===== src/rtl/regfile_pkg.sv =====
// rtl/regfile_pkg.sv - shared types and helpers for the multi-port register file
package regfile_pkg;

  typedef enum logic [0:0] {
    RF_CLEAR = 1'b0,
    RF_RUN   = 1'b1
  } rf_state_t;

  localparam int RF_XLEN = 32;

  // address width that stays at least one bit for degenerate register counts
  function automatic int rf_aw(input int nregs);
    return (nregs < 2) ? 1 : $clog2(nregs);
  endfunction

endpackage


===== src/rtl/regfile_mp_if.sv =====
// rtl/regfile_mp_if.sv - read/write/reserve bus of the multi-port register file
interface regfile_mp_if
  import regfile_pkg::*;
#(
  parameter int XLEN   = RF_XLEN,
  parameter int NREGS  = 32,
  parameter int NUM_RD = 2,
  parameter int NUM_WR = 1
) ();

  localparam int AW = rf_aw(NREGS);

  logic                     init_done;
  logic [NUM_RD*AW-1:0]     rd_addr;
  logic [NUM_RD*XLEN-1:0]   rd_data;
  logic [NUM_RD-1:0]        rd_pend;
  logic [NUM_WR-1:0]        wr_en;
  logic [NUM_WR*AW-1:0]     wr_addr;
  logic [NUM_WR*XLEN-1:0]   wr_data;
  logic                     rsv_en;
  logic [AW-1:0]            rsv_addr;

  modport master (
    input  init_done, rd_data, rd_pend,
    output rd_addr, wr_en, wr_addr, wr_data, rsv_en, rsv_addr
  );

  modport slave (
    output init_done, rd_data, rd_pend,
    input  rd_addr, wr_en, wr_addr, wr_data, rsv_en, rsv_addr
  );

endinterface


===== src/rtl/regfile_scoreboard.sv =====
// rtl/regfile_scoreboard.sv - pending-write bits with reserve/retire priority and read-side hazard flags
module regfile_scoreboard
  import regfile_pkg::*;
#(
  parameter int NREGS    = 32,
  parameter int NUM_RD   = 2,
  parameter int NUM_WR   = 1,
  parameter int ZERO_REG = 1,
  parameter int AW       = rf_aw(NREGS)
) (
  input  logic                 clk,
  input  logic                 rst,
  input  logic                 active,
  input  logic [NUM_RD*AW-1:0] rd_addr,
  input  logic [NUM_WR-1:0]    wr_en,
  input  logic [NUM_WR*AW-1:0] wr_addr,
  input  logic                 rsv_en,
  input  logic [AW-1:0]        rsv_addr,
  output logic [NUM_RD-1:0]    rd_pend
);

  logic [NREGS-1:0] pend;
  logic [NREGS-1:0] pend_nxt;

  // writes retire pending bits, then a reserve is applied last so it wins on the same register
  always_comb begin
    pend_nxt = pend;
    if (active) begin
      for (int w = 0; w < NUM_WR; w++) begin
        if (wr_en[w]) pend_nxt[wr_addr[w*AW +: AW]] = 1'b0;
      end
      if (rsv_en) pend_nxt[rsv_addr] = 1'b1;
    end
    if (ZERO_REG != 0) pend_nxt[0] = 1'b0;
  end

  // pending bit register
  always_ff @(posedge clk) begin
    if (rst) pend <= '0;
    else     pend <= pend_nxt;
  end

  for (genvar p = 0; p < NUM_RD; p++) begin : g_rd_pend
    logic [AW-1:0] addr;
    assign addr = rd_addr[p*AW +: AW];

    // a same-cycle write to the read register is bypassed, so it no longer counts as a hazard
    always_comb begin
      rd_pend[p] = active & pend[addr];
      for (int w = 0; w < NUM_WR; w++) begin
        if (wr_en[w] && (wr_addr[w*AW +: AW] == addr)) rd_pend[p] = 1'b0;
      end
    end
  end

endmodule


===== src/rtl/regfile_mp.sv =====
// rtl/regfile_mp.sv - multi-port register file with clear sweep, write bypass and pending scoreboard
module regfile_mp
  import regfile_pkg::*;
#(
  parameter int XLEN     = RF_XLEN,
  parameter int NREGS    = 32,
  parameter int NUM_RD   = 2,
  parameter int NUM_WR   = 1,
  parameter int ZERO_REG = 1
) (
  input  logic        clk,
  input  logic        rst,
  regfile_mp_if.slave bus
);

  localparam int AW = rf_aw(NREGS);

  rf_state_t     state;
  rf_state_t     state_nxt;
  logic [AW-1:0] clr_idx;
  logic          clearing;
  logic [XLEN-1:0] mem [NREGS];

  // state register and clear-sweep index
  always_ff @(posedge clk) begin
    if (rst) begin
      state   <= RF_CLEAR;
      clr_idx <= '0;
    end else begin
      state <= state_nxt;
      if (state == RF_CLEAR) clr_idx <= clr_idx + AW'(1);
    end
  end

  // leave the sweep once the last register has been zeroed
  always_comb begin
    state_nxt = state;
    case (state)
      RF_CLEAR: if (clr_idx == AW'(NREGS - 1)) state_nxt = RF_RUN;
      RF_RUN:   state_nxt = RF_RUN;
    endcase
  end

  // state-derived outputs
  always_comb begin
    clearing      = (state == RF_CLEAR);
    bus.init_done = (state == RF_RUN);
  end

  // sweep zeros one register per cycle; in run the write ports apply in index order so the highest wins
  always_ff @(posedge clk) begin
    if (clearing) begin
      mem[clr_idx] <= '0;
    end else begin
      for (int w = 0; w < NUM_WR; w++) begin
        if (bus.wr_en[w] && !((ZERO_REG != 0) && (bus.wr_addr[w*AW +: AW] == '0)))
          mem[bus.wr_addr[w*AW +: AW]] <= bus.wr_data[w*XLEN +: XLEN];
      end
    end
  end

  for (genvar p = 0; p < NUM_RD; p++) begin : g_rd
    logic [AW-1:0]   addr;
    logic [XLEN-1:0] data;
    assign addr = bus.rd_addr[p*AW +: AW];

    // array read overridden by the highest matching write port; forced to zero during sweep and for x0
    always_comb begin
      data = mem[addr];
      for (int w = 0; w < NUM_WR; w++) begin
        if (bus.wr_en[w] && (bus.wr_addr[w*AW +: AW] == addr))
          data = bus.wr_data[w*XLEN +: XLEN];
      end
      if (clearing || ((ZERO_REG != 0) && (addr == '0))) data = '0;
    end

    assign bus.rd_data[p*XLEN +: XLEN] = data;
  end

  regfile_scoreboard #(
    .NREGS    (NREGS),
    .NUM_RD   (NUM_RD),
    .NUM_WR   (NUM_WR),
    .ZERO_REG (ZERO_REG),
    .AW       (AW)
  ) u_scoreboard (
    .clk      (clk),
    .rst      (rst),
    .active   (~clearing),
    .rd_addr  (bus.rd_addr),
    .wr_en    (bus.wr_en),
    .wr_addr  (bus.wr_addr),
    .rsv_en   (bus.rsv_en),
    .rsv_addr (bus.rsv_addr),
    .rd_pend  (bus.rd_pend)
  );

endmodule


===== src/flat_wrapper.sv =====
// flat-port wrapper written by rule: the top's interface ports become plain ports
module regfile_mp_flat import regfile_pkg::*;
#(
  parameter int XLEN     = RF_XLEN,
  parameter int NREGS    = 32,
  parameter int NUM_RD   = 2,
  parameter int NUM_WR   = 1,
  parameter int ZERO_REG = 1
)
  (clk, rst, bus_init_done, bus_rd_data, bus_rd_pend, bus_rd_addr, bus_wr_en, bus_wr_addr, bus_wr_data, bus_rsv_en, bus_rsv_addr);
  regfile_mp_if #(.XLEN(XLEN), .NREGS(NREGS), .NUM_RD(NUM_RD), .NUM_WR(NUM_WR)) bus_i ();
  input  logic clk;
  input  logic rst;
  output wire logic [$bits(bus_i.init_done)-1:0] bus_init_done;
  output wire logic [$bits(bus_i.rd_data)-1:0] bus_rd_data;
  output wire logic [$bits(bus_i.rd_pend)-1:0] bus_rd_pend;
  input wire logic [$bits(bus_i.rd_addr)-1:0] bus_rd_addr;
  input wire logic [$bits(bus_i.wr_en)-1:0] bus_wr_en;
  input wire logic [$bits(bus_i.wr_addr)-1:0] bus_wr_addr;
  input wire logic [$bits(bus_i.wr_data)-1:0] bus_wr_data;
  input wire logic [$bits(bus_i.rsv_en)-1:0] bus_rsv_en;
  input wire logic [$bits(bus_i.rsv_addr)-1:0] bus_rsv_addr;
  assign bus_init_done = bus_i.init_done;
  assign bus_rd_data = bus_i.rd_data;
  assign bus_rd_pend = bus_i.rd_pend;
  assign bus_i.rd_addr = bus_rd_addr;
  assign bus_i.wr_en = bus_wr_en;
  assign bus_i.wr_addr = bus_wr_addr;
  assign bus_i.wr_data = bus_wr_data;
  assign bus_i.rsv_en = bus_rsv_en;
  assign bus_i.rsv_addr = bus_rsv_addr;
  regfile_mp #(.XLEN(XLEN), .NREGS(NREGS), .NUM_RD(NUM_RD), .NUM_WR(NUM_WR), .ZERO_REG(ZERO_REG)) u_core (.clk(clk), .rst(rst), .bus(bus_i));
endmodule

===== config.mk =====
export PLATFORM = sky130hd
export DESIGN_NAME = regfile_mp_flat
export DESIGN_NICKNAME = d
export VERILOG_FILES = /design/src/rtl/regfile_pkg.sv /design/src/rtl/regfile_mp_if.sv /design/src/rtl/regfile_scoreboard.sv /design/src/rtl/regfile_mp.sv /design/src/flat_wrapper.sv
export SDC_FILE = /design/constraint.sdc
export NUM_CORES = 1
export LEC_CHECK = 0
export CAP_MARGIN = 20
export CORE_MARGIN = 4
export CORE_UTILIZATION = 35
export CTS_CLUSTER_SIZE = 16
export DETAILED_ROUTE_END_ITERATION = 12
export SKIP_CTS_REPAIR_TIMING = 1
export SYNTH_ARGS = -nofsm -noshare
export SYNTH_HDL_FRONTEND = slang
export SYNTH_SLANG_ARGS = --single-unit

===== constraint.sdc =====
create_clock -name clk -period 4.28 [get_ports clk]
set_clock_uncertainty 0.2 [all_clocks]
set_input_delay 0.428 -clock clk [delete_from_list [all_inputs] [get_ports clk]]
set_output_delay 0.428 -clock clk [all_outputs]
set_load 0.01 [all_outputs]

* Yosys cells after proc, flatten, opt, wreduce, memory -nomap -nowiden
Memories as Yosys holds them, arrays and structs flattened. Cells that the tools add are included.
Word-level totals: memories kept 1, output and inout bits 67, word-level logic and storage cells 59, flip-flop bits (word level) 38, bits in writable memories 1024, input bits 56
Memories:
- u_core.mem | words 32, bits a word 32, rd ports 2, clocked after Yosys merged registers in 0, wr ports 1, line regfile_mp.sv:22 | logic [XLEN-1:0] mem [NREGS];
Cells by class: muxes and demuxes 26, add/subtract/negate cells 1, bitwise logic cells 6, $lt $le $gt $ge 6, equal/unequal tests 3, reductions and logical operators 12
Operator list (number):
- two-way mux 32 bit | 8
- bitwise AND 32 bit | 1
- inverter 32 bit | 1
- bitwise OR 32 bit | 1
- OR reduction 32 bit | 1
- < comparator 5 x 6 -> 1 bit, second input constant | 4
- logical NOT 5 bit | 3
- two-way mux 1 bit | 12
- binary-select mux 1 bit (select 5 bit) | 2
- demux 1 bit (select 5 bit) | 2
- equality test 5 bit | 2
- greater-or-equal comparator 5 x 1 -> 1 bit, second input constant | 2
- adder 5 x 1 -> 5 bit, second input constant | 1
- equality test 5 bit, second input constant | 1
- logical AND 1 bit | 5
- two-way mux 5 bit | 1
- bitwise AND 1 bit | 2
- logical OR 1 bit | 2
- case mux 1 bit (2 select lines) | 1
- logical NOT 1 bit | 1
- inverter 1 bit | 1

* Logic depth before layout (Yosys ltp)
Gate-level depths: netlist (run 1).
depth in word-level cells 10, depth in mapped cells 9

* Hierarchy
A second synthesis (run 1) with hierarchy kept.
Second synthesis, totals: cells, all modules 3061, area total of the unflattened synthesis 51303.0 um2
By module, submodules not included:
- regfile_mp | area an instance 49252.2 um2, cells each 2821, instances 1, sequential area each 30869.6 um2
- regfile_scoreboard | area an instance 2050.7 um2, cells each 240, instances 1, sequential area each 620.6 um2

* Worst setup path before layout (run 1)
OpenSTA, ideal clock, no wires.
path kind input port to flip-flop, start input bus_wr_addr[0], end memory u_core.mem[22][0] in the netlist's numbering (enable), slack -0.068 ns, library setup time 0.461 ns, data required time 3.619 ns, arrival 3.687 ns, cell stages on the path 6, path through buf_2 -> nor2_1 -> a21oi_1 -> buf_2 -> a31oi_1 -> nor3_1
On the way: word-level cells in the longest chain between the ends 8, elaborated cells between the ends (all ways) 9, those cells by class 5 x mux; 4 x reduce/logical
RTL lines:
- start: declaration | line flat_wrapper.sv:19 | input wire logic [$bits(bus_i.wr_addr)-1:0] bus_wr_addr;
- logical NOT 5 bit | line regfile_mp.sv:56 | if (bus.wr_en[w] && !((ZERO_REG != 0) && (bus.wr_addr[w*AW +: AW] == '0)))
- logical NOT 1 bit | line regfile_mp.sv:56
- logical AND 1 bit | line regfile_mp.sv:56
- two-way mux 1 bit | line regfile_mp.sv:56
- two-way mux 1 bit | line regfile_mp.sv:52 | if (clearing) begin
- two-way mux 1 bit (not written as such) | line regfile_mp.sv:57 | mem[bus.wr_addr[w*AW +: AW]] <= bus.wr_data[w*XLEN +: XLEN];
- OR reduction 32 bit (no source line)
- two-way mux 5 bit (no source line) / two-way mux 1 bit (equally long branches)
- end: declaration | line regfile_mp.sv:22
Parallel ways exist; a longest one is shown, timed or not.

* Worst setup path in the final report (run 1)
start input bus_wr_addr[2], end output bus_rd_data[52]
On the way: word-level cells in the longest chain between the ends 4
RTL lines:
- equality test 5 bit | line regfile_mp.sv:71 | if (bus.wr_en[w] && (bus.wr_addr[w*AW +: AW] == addr))
- logical AND 1 bit | line regfile_mp.sv:71
- two-way mux 32 bit | line regfile_mp.sv:71
- two-way mux 32 bit | line regfile_mp.sv:74 | if (clearing || ((ZERO_REG != 0) && (addr == '0))) data = '0;
- end: declaration | line flat_wrapper.sv:15 | output wire logic [$bits(bus_i.rd_data)-1:0] bus_rd_data;
Every way passes these cells.

==> impl_metrics.toml, run 1 <==
[global_routing]
grt-ovfl-total = 0
antenna_found_initial = 6
grt_pass1_vias = 31200
grt_max_degree = 61
grt_use_total_pct = 21.9
grt_pass1_wl_um = 237000

[clocking]
clk_pin_slew_ns = 0.06
htree_levels = 3
clock_latency_ns = 0.71
cts_made_buffers = 107
cts.path.max_buffers = 3
cts_sinks = 1061
root_buffer = "clkbuf_16"
cts_tree = "built"

[setup_path]
cp_slowest_cell = "nor2b_4"
required_ns = 3.65
r2r_cells = 7
reg2reg_to = "u_core.mem[8][4]"
worstSetupStartpointType = "input port"
critPathMaxStageDelay_ns = 0.92
critical_path_class = "input port to output port"
cp_common_cell = "clkdlybuf4s50_1"
rr_startpoint = "u_core.bus.init_done"
crit_path_end = "bus_rd_data[52]"
r2r_setup_slack_ns = 1.05
critical_path.cell_chain = "clkdlybuf4s50_1, xor2_1, nor4_1, nand3_1, nor2b_4, a32o_1, clkdlybuf4s50_1"
critPathArrivalTime_ns = 3.47
worstSetupEndpointType = "output port"
worstPathMaxFanout = 31
crit_start = "bus_wr_addr[2]"

[floorplanning]
ios = 123
start_util_pct = 35.2
die-height_um = 388
die-area_um2 = 150000
die_w_um = 388
core_area_um2 = 143000
rows = 139

[synth]
synth_nets = 3005
async_flop_share_pct = 0
synth_commonest_cells = "edfxtp_1, mux4_2, mux2i_1"
ys_top_cells_by_area = "edfxtp_1, mux4_2, mux2i_1"
ys_seq_area_share_pct = 62.5
yosysTopAreaCellShare_pct = 61.0
yosysTopAreaCell = "edfxtp_1"
synthFlopType = "edfxtp_1"
syn_area_um2 = 50400
ys_seq_elements = 1061
synth_cells = 2947
synth_warnings = 0
synth_cell_types = 49
yosysMostFrequentCell = "edfxtp_1"
syn_avg_cell_area_um2 = 17.1
synth_edf_count = 1024

[sta]
setup_viol = 0
post-route-period-util_pct = 95.8
max_slew_margin_pct = 25.9
min_period_ns = 4.10
final_hold_viol_count = 0
worst_slack_ns = 0.178
worstMarginPinSlew_ns = 1.10
max_freq_ghz = 0.244
rsz0062_at_grt = "false"
fin_tns_setup_ns = 0
slew_violations = 0

[place]
dp_hpwl_um = 104000
place.gp.congestion = 0.875
io_buffers = 122
pre_cts_slack_ns = 0.230

[final_layout]
multi_input_area_um2 = 18100
n_fill_cell = 12800
layout-drive-gt1-share_pct = 26.1
nets = 3231
seq_area_um2 = 31500
areaGrowthSynthToFinish_pct = 17.5

[min_path]
hold_class = "flop to flop"

[run]
maxCapViolations = 0

[power_and_ir_drop]
p_leak_uw = 0.0183
power.density_nw_per_um2 = 378
vdd_ir_drop_max_mv = 0.296

[run_status]
status = "complete, no violations"

[drt]
drt-initial-drc-count = 4194
routedWlPerCell_um = 32.7
vias = 32000
dr.pass1.iters = 6
drc = 0
routed_via_density = 6.20
routed_wl_um = 169000
ant_nets = 0
-- how the worst min path moves through the flow --
stage / slack, ns / endpoint / startpoint / cells after the start
floorplan: 0.26 / u_core.u_scoreboard.pend[22] / u_core.u_scoreboard.pend[22] / 2
global placement: 0.27 / u_core.u_scoreboard.pend[6] / u_core.u_scoreboard.pend[6] / 2
detailed placement: 0.28 / u_core.u_scoreboard.pend[6] / u_core.u_scoreboard.pend[6] / 2
CTS: 0.29 / u_core.u_scoreboard.pend[6] / u_core.u_scoreboard.pend[6] / 2
global route: 0.31 / u_core.u_scoreboard.pend[5] / u_core.u_scoreboard.pend[5] / 2
finish: 0.29 / u_core.u_scoreboard.pend[9] / u_core.u_scoreboard.pend[9] / 2
-- final cells by class --
cell class,count,share of cell area [%]
Sequential cell,1061,53.2
Multi-Input combinational cell,1641,30.5
Timing Repair Buffer,361,6.69
Clock buffer,133,4.72
Tap cell,1903,4.02
Clock inverter,64,0.887
Inverter,1,0.00634
Antenna cell,1,0.00422
-- layer usage --
| layer | vias to the layer above | part of all wire (%) | routed length, um | track usage (%) |
|---|---|---|---|---|
| met3 | 239 | 12 | 19800 | 6.07 |
| met2 | 1932 | 44 | 75000 | 33.0 |
| met5 | - | 0.021 | 35 | 0 |
| met4 | 6 | 2.2 | 3780 | 4.85 |
| li1 | 12800 | - | - | - |
| met1 | 17000 | 42 | 70400 | 31.6 |
-- per-stage QoR --
stage	power [uW]	instances	util [%]	hold slack (ns)	instance area, um2
after floorplan	12700	2947	-	0.260	50400
after global placement	13500	4966	39.0	0.273	55900
after detailed placement	13500	4966	39.0	0.281	55900
after CTS	22500	5163	41.3	0.290	59200
after global routing	23000	5164	41.3	0.314	59200
final	22400	5165	41.3	0.293	59200
-- power by group --
group	total, uW	switching [uW]	internal, uW
logic	1940	1170	777
clock network	9080	4080	5000
registers	11400	48.3	11300
total	22400	5300	17100
-- flip-flops by register name (all words and copies together) (netlist names) --
register	count
u_core.bus.init_done	1
u_core.mem	1024
u_core.u_scoreboard.pend	31
u_core.clr_idx	5
-- worst max-delay path: cells and delay by family --
| kind | cells | cell delay [ns] |
|---|---|---|
| buffers and inverters | 2 | 1.28 |
| AND/OR/NAND/NOR | 3 | 1.24 |
| AO/OA/AOI/OAI | 1 | 0.33 |
| XOR/XNOR | 1 | 0.18 |
-- cells in the final DEF (no fill, tap or decap), drive strengths merged, types with 31 or more instances in the layout --
cell type | Yosys | layout
and2 | 35 | 35
dfxtp | 37 | 37
nor2 | 48 | 48
edfxtp | 1024 | 1024
o21ai | 57 | 57
o211ai | 38 | 38
mux4 | 406 | 406
nand2b | 53 | 53
nand3 | 63 | 63
a211oi | 31 | 31
clkdlybuf4s50 | 0 | 112
clkinv | 0 | 49
mux2i | 298 | 298
clkbuf | 129 | 134
a32o | 62 | 62
a31oi | 33 | 33
a22oi | 125 | 125
a21oi | 66 | 66
o22ai | 31 | 31
nand2 | 187 | 187
buf | 115 | 248
-- cells by family after synthesis --
group | after synthesis | share of synthesized area, %
flip-flops | 1061 | 62.5
multiplexers | 706 | 24.1
AND/OR/NAND/NOR | 469 | 4.54
AO/OA/AOI/OAI | 452 | 6.29
buffers and inverters | 245 | 2.37
XOR/XNOR | 12 | 0.208
adder cells (fa/ha/maj) | 2 | 0.0496
(Power assumes the default switching activity.)
==> inputs of run 2 (changes only) <==
--- a/config.mk
+++ b/config.mk
@@ -5,7 +5,6 @@
 export SDC_FILE = /design/constraint.sdc
 export NUM_CORES = 1
 export LEC_CHECK = 0
-export CAP_MARGIN = 20
 export CORE_MARGIN = 4
 export CORE_UTILIZATION = 35
 export CTS_CLUSTER_SIZE = 16
==> run 2 against run 1 <==
Against the previous run: sequential power is essentially flat; clock power is essentially flat; flip-flop and latch count is the same; non-clock buffer count shrank 1; power is essentially flat; die area is the same; final cell count is essentially flat; largest cell class unchanged.
==> impl_metrics.toml, run 2 (same netlist as run 1, synthesis figures left out) <==
[run_status]
status = "complete, no violations"

[place]
dp.cells = 4966
place.gp.congestion = 0.875
dp_hpwl_um = 104000
io_buffers = 122
pre_cts_slack_ns = 0.230
dpl-instance-area_um2 = 55900

[setup_path]
worstPathMaxFanout = 31
crit_path_end = "bus_rd_data[52]"
rr_startpoint = "u_core.bus.init_done"
critical_path_class = "input port to output port"
critical_path.cell_chain = "clkdlybuf4s50_1, xor2_1, nor4_1, nand3_1, nor2b_4, a32o_1, clkdlybuf4s50_1"
cp.depth = 7
crit_start = "bus_wr_addr[2]"
crit_family = "buffers and inverters"
cp_common_cell = "clkdlybuf4s50_1"
critPathMaxStageDelay_ns = 0.93
crit_buf_inv = 2
required_ns = 3.65
worstSetupEndpointType = "output port"
cp_slowest_cell = "nor2b_4"
r2r_setup_slack_ns = 1.03
r2r_cells = 7
worstSetupStartpointType = "input port"
critPathArrivalTime_ns = 3.48
reg2reg_to = "u_core.mem[8][0]"

[floorplanning]
core_area_um2 = 143000
die-height_um = 388
rows = 139
die-area_um2 = 150000
start_util_pct = 35.2
die_w_um = 388
ios = 123

[clocking]
root_buffer = "clkbuf_16"
clock_latency_ns = 0.71
clk_pin_slew_ns = 0.06
cts_tree = "built"
cts_sinks = 1061
cts_made_buffers = 107
cts.path.max_buffers = 3
htree_levels = 3

[final_layout]
areaGrowthSynthToFinish_pct = 17.4
most-common-layout-cells = "edfxtp_1, mux4_2, mux2i_1, nand2_1, buf_4"
nets = 3230
layout_commonest_cell = "edfxtp_1"
largestRegisters = "u_core.mem: 1024 flops, u_core.u_scoreboard.pend: 31 flops, u_core.clr_idx: 5 flops"
largest_reg_flops = 1024
layout-drive-gt1-share_pct = 26.1
stdcell_area_um2 = 59200
instances_no_fill = 5164
n_fill_cell = 12800
top_register = "u_core.mem"
finish.utilization_pct = 41.3

[sta]
worstMarginPinSlew_ns = 1.27
worst_slack_ns = 0.168
max_freq_ghz = 0.243
post-route-period-util_pct = 96.1
whs_ns = 0.293
setup_viol = 0
min_period_ns = 4.11
final_hold_viol_count = 0
rsz0062_at_grt = "false"
max_slew_margin_pct = 15.3
slew_violations = 0

[global_routing]
grt-ovfl-total = 0
grt_use_total_pct = 21.9
grt_pass1_wl_um = 237000
grt_pass1_vias = 31200
grt_max_degree = 61
antenna_found_initial = 6

[drt]
ant_nets = 0
drt-initial-drc-count = 4160
dr.pass1.iters = 5
drc = 0
routedWlPerCell_um = 32.7
routed_via_density = 6.19
routed_wl_um = 169000
vias = 32000

[min_path]
hold_class = "flop to flop"
min_from = "u_core.u_scoreboard.pend[6]"

[power_and_ir_drop]
vdd_ir_drop_max_mv = 0.296
power.density_nw_per_um2 = 378
p_leak_uw = 0.0183

[run]
maxCapViolations = 0
## run 2: metrics by stage
stage,setup TNS [ns],total power (uW)
4_1_cts,0,22500
6_report,0,22400
5_1_grt,0,23000
3_3_place_gp,0,13500
3_5_place_dp,0,13500
2_1_floorplan,-6.47,12700
## run 2: power by group
part	switching (uW)	internal, uW	total [uW]
clock network	4070	5000	9070
registers	47.8	11300	11400
logic	1170	774	1940
## run 2: final cells by class
| cell class | count | area [um2] | area share (%) |
|---|---|---|---|
| Timing Repair Buffer | 360 | 3940 | 6.65 |
| Clock inverter | 64 | 526 | 0.887 |
| Tap cell | 1903 | 2380 | 4.02 |
| Sequential cell | 1061 | 31500 | 53.2 |
| Inverter | 1 | 3.75 | 0.00634 |
| Clock buffer | 133 | 2800 | 4.72 |
| Antenna cell | 1 | 2.50 | 0.00423 |
| Multi-Input combinational cell | 1641 | 18100 | 30.5 |
## run 2: worst min path at each step
stage | endpoint | slack [ns] | depth (start not counted)
final | u_core.u_scoreboard.pend[6] | 0.29 | 2
after global routing | u_core.u_scoreboard.pend[5] | 0.31 | 2
after CTS | u_core.u_scoreboard.pend[6] | 0.29 | 2
after detailed placement | u_core.u_scoreboard.pend[6] | 0.28 | 2
after global placement | u_core.u_scoreboard.pend[6] | 0.27 | 2
after floorplan | u_core.u_scoreboard.pend[22] | 0.26 | 2
## run 2: metal layers
metal	up-vias	GRT usage [%]	share of wire [%]
met4	6	4.85	2.2
li1	12800	-	-
met2	2015	33.0	45
met3	223	6.07	12
met5	-	0	0.021
met1	16900	31.6	41
## run 2: worst register-to-register path: stages (launching register included)
cell	delay, ns
dfxtp_1	0.51
nand2_1	0.20
a21oi_4	0.25
buf_4	0.27
nor3_1	0.08
a21oi_2	0.74
nor2_4	0.42
buf_12	0.31
==> RTL edit: new RTL, settings of run 1 <==
Set the package constant `RF_XLEN` to 16 (it was 32).
--- a/src/rtl/regfile_pkg.sv
+++ b/src/rtl/regfile_pkg.sv
@@ -7,5 +7,5 @@
   } rf_state_t;
 
-  localparam int RF_XLEN = 32;
+  localparam int RF_XLEN = 16;
 
   // address width that stays at least one bit for degenerate register counts
Interface: changed (resized bus_rd_data and bus_wr_data); port bits go from 123 to 75. The function was not compared with the original's and may differ.
==> RTL edit against run 1 <==
  * Worst hold slack got worse by 0.0012 ns
  * Total power decreased by 48%
  * Critical path type unchanged
  * Count of clock-buffer cells in the layout decreased by 69
  * Design area decreased by 47%
  * Largest cell class unchanged
  * Synthesized cell count decreased by 49%
  * Via count decreased by 51%
  * Worst setup slack improved by 0.018 ns
  * Routed wire length decreased by 56%
  * Sequential cell count decreased by 512
  * First-iteration DRC count decreased by 55%
  * Synthesized area decreased by 47%
  * Final cell count decreased by 48%
  * Global-route usage decreased by 3.6 points
==> RTL edit: results (changes against run 1) <==
[synthesis]
yosysWarnings = 0  ; unchanged
syn-num-nets = 1537  ; was 3005
synth_edf_count = 512  ; was 1024
ys_types = 54  ; was 49
synth_area_leaders = edfxtp_1, mux4_2, dfxtp_1, mux2i_1, a211oi_1  ; was edfxtp_1, mux4_2, mux2i_1, a22oi_1, dfxtp_1
synth_common_cells = edfxtp_1, mux4_2, a211oi_1, mux2i_1, nor2_1  ; was edfxtp_1, mux4_2, mux2i_1, nand2_1, clkbuf_1
synthArstFlopShare_pct = 0  ; unchanged
synth_seq_area_share_pct = 60.9  ; was 62.5%

[final_layout]
fillers = 6488  ; was 12.8k
drive_above_1_share_pct = 30.6  ; was 26.1%
nets = 1689  ; was 3231
num_antenna_cells = 0  ; was 1
top_regs = u_core.mem (512), u_core.u_scoreboard.pend (31), u_core.clr_idx (5)  ; was u_core.mem (1024), u_core.u_scoreboard.pend (31), u_core.clr_idx (5)

[place]
hpwlAfterDp_mm = 49.4  ; was 104 mm
gp_congestion = 0.846  ; was 0.875
port_buffers = 74  ; was 122
pre_cts_slack_ns = -0.0672  ; was 0.230 ns
post_dp_cell_area_sq_um = 28900  ; was 55900 sq um

[detailed_routing]
drtIter0Drc = 1898  ; was 4194
wl_per_cell_microns = 28.0  ; was 32.7 microns
firstDrtPassIters = 5  ; was 6
via_count = 15800  ; was 32.0k

[cts]
cts_max_level = 2  ; was 3
path_clk_slew_ns = 0.06  ; about the same
cts_buffers = 57  ; was 107
clk_path_buf_depth = 3  ; unchanged
cts_root_buffer = clkbuf_16  ; unchanged
clkLatencyLatePin_ns = 0.62  ; was 0.71 ns

[worst_setup_path]
crit_fanout = 15  ; was 31
startpoint = bus_rd_addr[9]  ; was bus_wr_addr[2]
arrival_ns = 3.46  ; was 3.47 ns

[global_routing]
grt_pass1_wl_mm = 110  ; was 237 mm
grt_max_degree = 61  ; unchanged
grt_antenna_before_repair = 0  ; was 6
grtUsageTotal_pct = 18.2  ; was 21.9%

[pwr]
ir_drop_uv = 272  ; was 296 uV
leakage_nw = 9.53  ; was 18.3 nW

[timing]
relSlewSlack_pct = 22.6  ; was 25.9%

[status]
status = finished, final reports clean  ; unchanged

[worst_hold_path]
worstHoldStart = u_core.u_scoreboard.pend[19]  ; was u_core.u_scoreboard.pend[9]

## RTL edit: changes by cell type after synthesis, moves of 36 or more
cell,run 1,this run
a211oi_1,31,88
a22oi_1,125,0
a32o_1,62,0
clkbuf_1,128,48
edfxtp_1,1024,512
mux2i_1,298,72
mux4_2,406,260
nand2_1,187,45
nand2b_1,53,1
nand3_1,63,4
nor2b_1,10,50
o211ai_1,38,2
## RTL edit: final cells by class
class	count	share of cell area [%]
repair buffers	213	7.07
flip-flops and latches	549	51.6
clock inverters	42	1.35
clock buffers	64	4.65
well taps	969	3.88
multi-input cells	821	31.3
inverters	5	0.0601
## RTL edit: routing by layer
metal	part of all wire, %	GRT usage (%)
met1	40	24.7
met2	50	30.8
met3	7.9	3.26
met4	2.1	4.36
met5	0	0
## RTL edit: path summary, 6_finish.rpt
path,endpoint,slack (ns),cells past startpoint
worst max-delay path,bus_rd_data[23],0.20,8
worst min-delay path,u_core.u_scoreboard.pend[19],0.29,2
worst max register to register,u_core.mem[30][7],1.35,5
worst min register to register,u_core.u_scoreboard.pend[19],0.29,2
## RTL edit: kinds of logic after synthesis
family | after synthesis | share of synthesized area, %
buffers and inverters | 125 | 2.31
multiplexers | 347 | 25.5
flip-flops | 549 | 60.9
adder cells (fa/ha/maj) | 2 | 0.0945
AO/OA/AOI/OAI | 235 | 6.48
AND/OR/NAND/NOR | 225 | 4.39
XOR/XNOR | 12 | 0.397
## RTL edit: per-stage QoR
stage               util [%]  instances  setup TNS (ns)
floorplan                  -       1495               0
global placement        38.7       2541         -0.0541
detailed placement      38.8       2542          -0.371
CTS                     41.3       2648          -0.471
global route            41.8       2663               0
finish                  41.8       2663               0
## RTL edit: power by group
group          total (mW)  switching, mW  internal (mW)
registers            5.87         0.0266           5.85
clock network        4.98           2.07           2.92
logic               0.798          0.431          0.367
## RTL edit: worst max-delay path: stages
cell and delay (ns):
clkdlybuf4s50_1 0.68, xor2_1 0.27, nor4_2 0.46, nor4bb_4 0.35
buf_4 0.33, a221o_1 0.16, o32a_1 0.19, clkdlybuf4s50_1 0.57
